[src/rtl/core_launcher.sv]
// Launch sequencer for a compute core: holds the core in reset, pulses a start
// request, then times the run until done or a cycle-count timeout.
module core_launcher #(
  parameter int W       = 16,
  parameter int TIMEOUT = 1000,
  parameter int RST_CYC = 2
) (
  input  logic         clk,
  input  logic         reset,
  input  logic         start,
  input  logic [1:0]   prog_sel,
  input  logic         done,
  output logic         core_reset,
  output logic         req,
  output logic [1:0]   run_prog,
  output logic         busy,
  output logic         run_done,
  output logic         timed_out,
  output logic [W-1:0] cycle_count
);

  typedef enum logic [2:0] {
    S_IDLE = 3'd0,
    S_CRST = 3'd1,
    S_REQ  = 3'd2,
    S_RUN  = 3'd3,
    S_FIN  = 3'd4
  } state_t;

  localparam logic [3:0]   RST_LAST = 4'(RST_CYC - 1);
  localparam logic [W-1:0] TO_VAL   = W'(TIMEOUT);

  state_t       state_q, state_d;
  logic [3:0]   rst_cnt_q, rst_cnt_d;
  logic [W-1:0] count_q, count_d;
  logic         timed_out_q, timed_out_d;
  logic [1:0]   prog_q, prog_d;
  logic         core_reset_q, core_reset_d;
  logic         req_q, req_d;
  logic         busy_q, busy_d;
  logic         run_done_q, run_done_d;

  always_comb begin
    state_d     = state_q;
    rst_cnt_d   = rst_cnt_q;
    count_d     = count_q;
    timed_out_d = timed_out_q;
    prog_d      = prog_q;
    case (state_q)
      S_IDLE: begin
        if (start) begin
          prog_d      = prog_sel;
          timed_out_d = 1'b0;
          count_d     = '0;
          rst_cnt_d   = 4'd0;
          state_d     = S_CRST;
        end
      end
      S_CRST: begin
        if (rst_cnt_q == RST_LAST) state_d = S_REQ;
        else                       rst_cnt_d = rst_cnt_q + 4'd1;
      end
      S_REQ: state_d = S_RUN;
      S_RUN: begin
        // done has priority over an expiring timeout in the same cycle
        if (done) begin
          state_d = S_FIN;
        end else if (count_q == TO_VAL) begin
          timed_out_d = 1'b1;
          state_d     = S_FIN;
        end else begin
          count_d = count_q + W'(1);
        end
      end
      S_FIN:   state_d = S_IDLE;
      default: state_d = S_IDLE;
    endcase

    // Output flops are loaded from the next state so they align with state_q.
    core_reset_d = (state_d == S_IDLE) || (state_d == S_CRST);
    req_d        = (state_d == S_REQ);
    busy_d       = (state_d != S_IDLE);
    run_done_d   = (state_d == S_FIN);
  end

  always_ff @(posedge clk or negedge reset) begin
    if (!reset) begin
      state_q      <= S_IDLE;
      rst_cnt_q    <= 4'd0;
      count_q      <= '0;
      timed_out_q  <= 1'b0;
      prog_q       <= 2'd0;
      core_reset_q <= 1'b1;
      req_q        <= 1'b0;
      busy_q       <= 1'b0;
      run_done_q   <= 1'b0;
    end else begin
      state_q      <= state_d;
      rst_cnt_q    <= rst_cnt_d;
      count_q      <= count_d;
      timed_out_q  <= timed_out_d;
      prog_q       <= prog_d;
      core_reset_q <= core_reset_d;
      req_q        <= req_d;
      busy_q       <= busy_d;
      run_done_q   <= run_done_d;
    end
  end

  assign core_reset  = core_reset_q;
  assign req         = req_q;
  assign run_prog    = prog_q;
  assign busy        = busy_q;
  assign run_done    = run_done_q;
  assign timed_out   = timed_out_q;
  assign cycle_count = count_q;

endmodule

[config.mk]
export PLATFORM = sky130hd
export DESIGN_NAME = core_launcher
export DESIGN_NICKNAME = d
export VERILOG_FILES = /design/src/rtl/core_launcher.sv
export SDC_FILE = /design/constraint.sdc
export NUM_CORES = 1
export LEC_CHECK = 0
export CAP_MARGIN = 10
export CORE_ASPECT_RATIO = 0.5
export CORE_MARGIN = 2
export CORE_UTILIZATION = 39
export DETAILED_ROUTE_END_ITERATION = 6
export GPL_TIMING_DRIVEN = 0
export PLACE_DENSITY = 0.69
export RECOVER_POWER = 100
export SETUP_SLACK_MARGIN = 0.1
export SYNTH_ARGS = -nofsm -noshare
export SYNTH_HDL_FRONTEND = slang
export SYNTH_SLANG_ARGS = --single-unit
[constraint.sdc]
create_clock -name clk -period 3.6 [get_ports clk]
set_clock_uncertainty 0.05 [all_clocks]
set_input_delay 0.36 -clock clk [delete_from_list [all_inputs] [get_ports clk]]
set_output_delay 0.36 -clock clk [all_outputs]
set_load 0.02 [all_outputs]
== Word level (Yosys, flattened, before mapping) ==
Index checks and enable logic that the tools add are counted.

* Flip-flop bits (word level): 30
* Input bits: 6

* Add/subtract/negate cells: 2
* Equality and inequality tests: 13
* Muxes and demuxes: 16
* Reduce and logical (&&, ||, !) cells: 10

{| class="wikitable"
|+ Operators with widths
! cell !! number
|-
| $mux W16 || 3
|-
| $pmux W16 S2 || 1
|-
| $add A16 B1 Y16 const B || 1
|-
| $eq A16 B10 Y1 const B || 1
|-
| $mux W3 || 4
|-
| $pmux W3 S4 || 1
|-
| $ne A2 B2 Y1 const B || 5
|-
| $eq A3 B2 Y1 const B || 3
|-
| $mux W4 || 2
|-
| $pmux W4 S2 || 1
|-
| $reduce_and A4 Y1 || 2
|-
| $eq A3 B1 Y1 const B || 2
|-
| $logic_not A3 Y1 || 2
|-
| $add A4 B1 Y4 const B || 1
|-
| $eq A4 B1 Y1 const B || 1
|-
| $reduce_bool A2 Y1 || 2
|-
| $eq A3 B3 Y1 const B || 1
|-
| $mux W1 || 3
|-
| $reduce_and A3 Y1 || 1
|-
| $reduce_bool A3 Y1 || 1
|-
| $pmux W1 S2 || 1
|-
| $reduce_and A2 Y1 || 1
|-
| $logic_or A1 B1 Y1 || 1
|}

== Depth between registers and ports, before layout ==
* Word-level depth: 6
* Gate-level depth with buffers: 6
* Depth with buffers taken out: 6

== Worst setup path before layout ==
OpenSTA, ideal clock, no wires.

* Kind: reg2reg
* From: register count_q[0], in the netlist cycle_count[0]
* To: register count_q[2], in the netlist cycle_count[2]
* Setup time: 0.078 ns
* Data arrival time: 1.560 ns
* Path slack: 1.912 ns
* Stages on the path, launching flop included: 7
* Clock period less this slack: 1.688 ns
* Cell sequence: dfrtp_1 > inv_1 > ha_1 > nor3b_1 > and4_1 > or3_1 > a21oi_1

* Longest elaborated chain between the ends: 4
* Elaborated cells on any way between the ends: 7
* Those cells by class: add/sub (1); eq/ne (2); mux (3); reduce/logical (1)

{| class="wikitable"
|+ Ends and longest elaborated chain
! item !! line !! source
|-
| from (decl) || 35 || <nowiki>logic [W-1:0] count_q, count_d;</nowiki>
|-
| from (signal assigned) || 100 || <nowiki>count_q <= count_d;</nowiki>
|-
| $add A16 B1 Y16 || 72 || <nowiki>count_d = count_q + W'(1);</nowiki>
|-
| $mux W16 || 68 || <nowiki>end else if (count_q == TO_VAL) begin</nowiki>
|-
| $mux W16 || 66 || <nowiki>if (done) begin</nowiki>
|-
| $pmux W16 S2 || 49 || <nowiki>case (state_q)</nowiki>
|}

Several ways; a longest one is shown, not always the timed one. The select of a mux whose other input is x is not followed.
A chain may end at the register's enable or synchronous reset.

== Final worst setup path ==
* From: input port start
* To: register count_q[5], in the netlist cycle_count[5]

* Longest elaborated chain between the ends: 2

{| class="wikitable"
|+ Ends and longest elaborated chain
! item !! line !! source
|-
| from (decl) || 10 || <nowiki>input logic start,</nowiki>
|-
| $ne A2 B2 Y1 (no line) || -- ||
|-
| $reduce_and A4 Y1 (no line) || -- ||
|}

No other way between the ends.

==> metrics.yaml <==
logic_synthesis:
  synth_seq_area_share: 0.492
  yosys_register_bits: 30
  synth_warnings: 0
  synth_cell_types: 41
  yosys_most_used_dff: "dfrtp_1"
  synthArstFlopShare: 1.00
  synth_nets: 162
  synth_area_um2: 1530
  synth_edf_count: 0
  synth_area_per_cell_um2: 10.1
  netlist_instances: 152
clock_tree:
  cts_hold_buffers: 0
  postCtsSetupBuffers: 0
  clkTransAtPathRegs_ps: 60
  clockBufferDepth: 2
  numCtsBuffers: 5
  cts_sinks: 30
  worstSkewPairLatency_ps: 280
  postCtsResizedCells: 0
  cts_root_buffer: "clkbuf_8"
  cts_tree: "built"
  htreeDepth: 2
timing:
  slew_headroom: 0.394
  rsz0062_at_grt: "no"
  drv_slew: 0
  setup_viol: 0
  whs_ps: 431
  tns_ps: 0
  min_period_ps: 2230
  fin_crit_sh: 0.619
  fmax_ghz: 0.449
  worst_pin_slew_ps: 909
  hold_viol: 0
cells_and_area:
  n_antenna_cell: 0
  drive_above_1_share: 0.0635
  nFillCells: 349
  stdcell_count: 243
  final_nets: 198
  fin_util: 0.509
  synthToLayoutAreaGrowth_pct: 27.5
global_routing:
  grt_use_met3: 0.0371
  grt_overflow: 0
  antenna_found_initial: 0
  busiest_layer: "met2"
  first_global_vias: 1081
  met1_usage: 0.206
  grtUsageTotal: 0.152
  grt_pass1_wl_um: 5090
  use_met2: 0.253
  grt_max_degree: 18
drt:
  vias: 1250
  first_pass_iters: 4
  wl_um: 3300
  post_drt_wl_per_cell_um: 13.6
  antenna_left: 0
  drt-initial-drc-count: 69
  viasPerCell: 5.14
  drc_errors: 0
die:
  dieArea_um2: 4460
  floorplan.initialDensity: 0.400
  io_pins: 29
  rows: 16
  dieWidth_um: 92.5
  die_y_um: 48.3
  core-area_um2: 3820
min_path:
  hp-class: "flip-flop to flip-flop"
run:
  cap_violations: 0
status:
  status: "complete, no violations"
setup_path:
  end_kind: "flip-flop"
  path_buf_inv: 3
  crit_top_cell: "clkbuf_1"
  crit_required_ps: 3700
  max_stage_delay_ps: 590
  slowest_stage: "dlygate4sd3_1"
  critPathLaunchType: "input pin"
  critPathTopFamily: "buffers and inverters"
  arrival_ps: 2320
  critical_path.max_fanout: 10
  critPathKind: "input pin to flip-flop"
  crit_chain: "dlygate4sd3_1, nor4b_4, clkbuf_1, clkbuf_1, nor2_1"
pwr:
  seqPwrFrac: 0.418
  static-leakage-power_nw: 0.879
  ir_worst_vdd_mv: 0.229
  switching_share: 0.367
  intPower_mw: 0.727
  pwr-share-clk: 0.226
  p_per_area_nw_per_um2: 590
  p_switching_mw: 0.423
  comb_power_share: 0.357
placement:
  place_congestion: 0.858
  dp_hpwl_um: 2340
  numPortBuffers: 28
  dp_cells: 235
## power by group through the flow
stage | clock (mW) | sequential [mW] | combinational (mW)
global placement | 0 | 0.481 | 0.418
finish | 0.260 | 0.480 | 0.410
detailed placement | 0 | 0.487 | 0.433
CTS | 0.262 | 0.482 | 0.434
floorplan | 0 | 0.524 | 0.236
global route | 0.280 | 0.493 | 0.455
## area by class of cell
cell class / count / area (um^2) / share of cell area
multi-input cells: 110 / 708 / 0.364
plain buffers: 6 / 33.8 / 0.0173
repair buffers: 29 / 284 / 0.146
clock buffers: 8 / 80.1 / 0.0411
well taps: 54 / 67.6 / 0.0347
flip-flops and latches: 30 / 752 / 0.386
inverters: 6 / 22.5 / 0.0116
## cells by family after synthesis
family	after synthesis	synth area share
flip-flops	30	0.492
AO/OA/AOI/OAI	33	0.138
buffers and inverters	12	0.0377
XOR/XNOR	6	0.0344
multiplexers	1	0.00655
adder cells (fa/ha/maj)	4	0.0328
AND/OR/NAND/NOR	66	0.259
## routing by layer
layer | vias up | share of wire
met2 | 26 | 0.46
li1 | 624 | -
met5 | - | 0
met1 | 598 | 0.48
met3 | 2 | 0.055
met4 | 0 | 0.0036
## synth_stat cells (2+ instances only)
library cell | number | share of area
clkbuf_1 | 2 | 0.0049
nand2_1 | 14 | 0.034
nor2_1 | 9 | 0.022
and3_1 | 2 | 0.0082
ha_1 | 4 | 0.033
o21a_1 | 2 | 0.0098
and4_1 | 4 | 0.023
nand4_1 | 3 | 0.012
o211ai_2 | 2 | 0.016
and2_1 | 3 | 0.012
xnor2_1 | 2 | 0.011
dfrtp_1 | 29 | 0.48
xor2_1 | 4 | 0.023
nand3_1 | 7 | 0.023
nor3b_1 | 3 | 0.015
o2111ai_1 | 2 | 0.011
nor3_1 | 2 | 0.0066
a21oi_1 | 11 | 0.036
nor2b_1 | 2 | 0.0082
o211ai_1 | 2 | 0.0098
o21ai_0 | 10 | 0.033
inv_1 | 6 | 0.015
or3_1 | 8 | 0.033
nor4b_1 | 2 | 0.011
## worst reg2reg max path: cells and delay by family, from the launching register on
| kind | cells | cell delay, ps |
|---|---|---|
| DFF | 1 | 470 |
| buffers and inverters | 2 | 880 |
| and+or+nand+nor | 2 | 590 |
## registers in the layout, summed over array words and instances, names as in the netlist
name and cells:
cycle_count 16, run_done 1, run_prog 2, core_reset 1
timed_out 1, req 1, rst_cnt_q 4, state_q 3
busy 1
## layout by cell type, fill, tap and decap left out, drive strengths merged, types with 6 or more instances in the layout
cell and count:
o21ai 10, nand3 7, clkbuf 13, nand2 14, dlygate4sd3 25, or3 8
nor2 9, inv 6, a21oi 11, dfrtp 29
## per-stage QoR
| stage | area [um^2] | worst slack [ps] | power, mW |
|---|---|---|---|
| after global placement | 1880 | 1280 | 0.898 |
| final | 1950 | 1370 | 1.15 |
| after global routing | 1950 | 1180 | 1.23 |
| after CTS | 1980 | 1530 | 1.18 |
| after floorplan | 1530 | 1910 | 0.761 |
| after detailed placement | 1900 | 1250 | 0.920 |
## path summary, 6_finish.rpt
path,from,end,slack [ps],cells past startpoint
max,start,cycle_count[5]$_DFFE_PN0P_,1370,5
min,run_prog[0]$_DFFE_PN0P_,run_prog[0]$_DFFE_PN0P_,430,2
max reg2reg,state_q[2]$_DFF_PN0_,cycle_count[5]$_DFFE_PN0P_,1490,4
min reg2reg,run_prog[0]$_DFFE_PN0P_,run_prog[0]$_DFFE_PN0P_,430,2
max in group asynchronous,reset,timed_out$_DFFE_PN0P_,1770,2
min in group asynchronous,reset,rst_cnt_q[0]$_DFFE_PN0P_,490,1
Power figures use the tool's default switching activity.
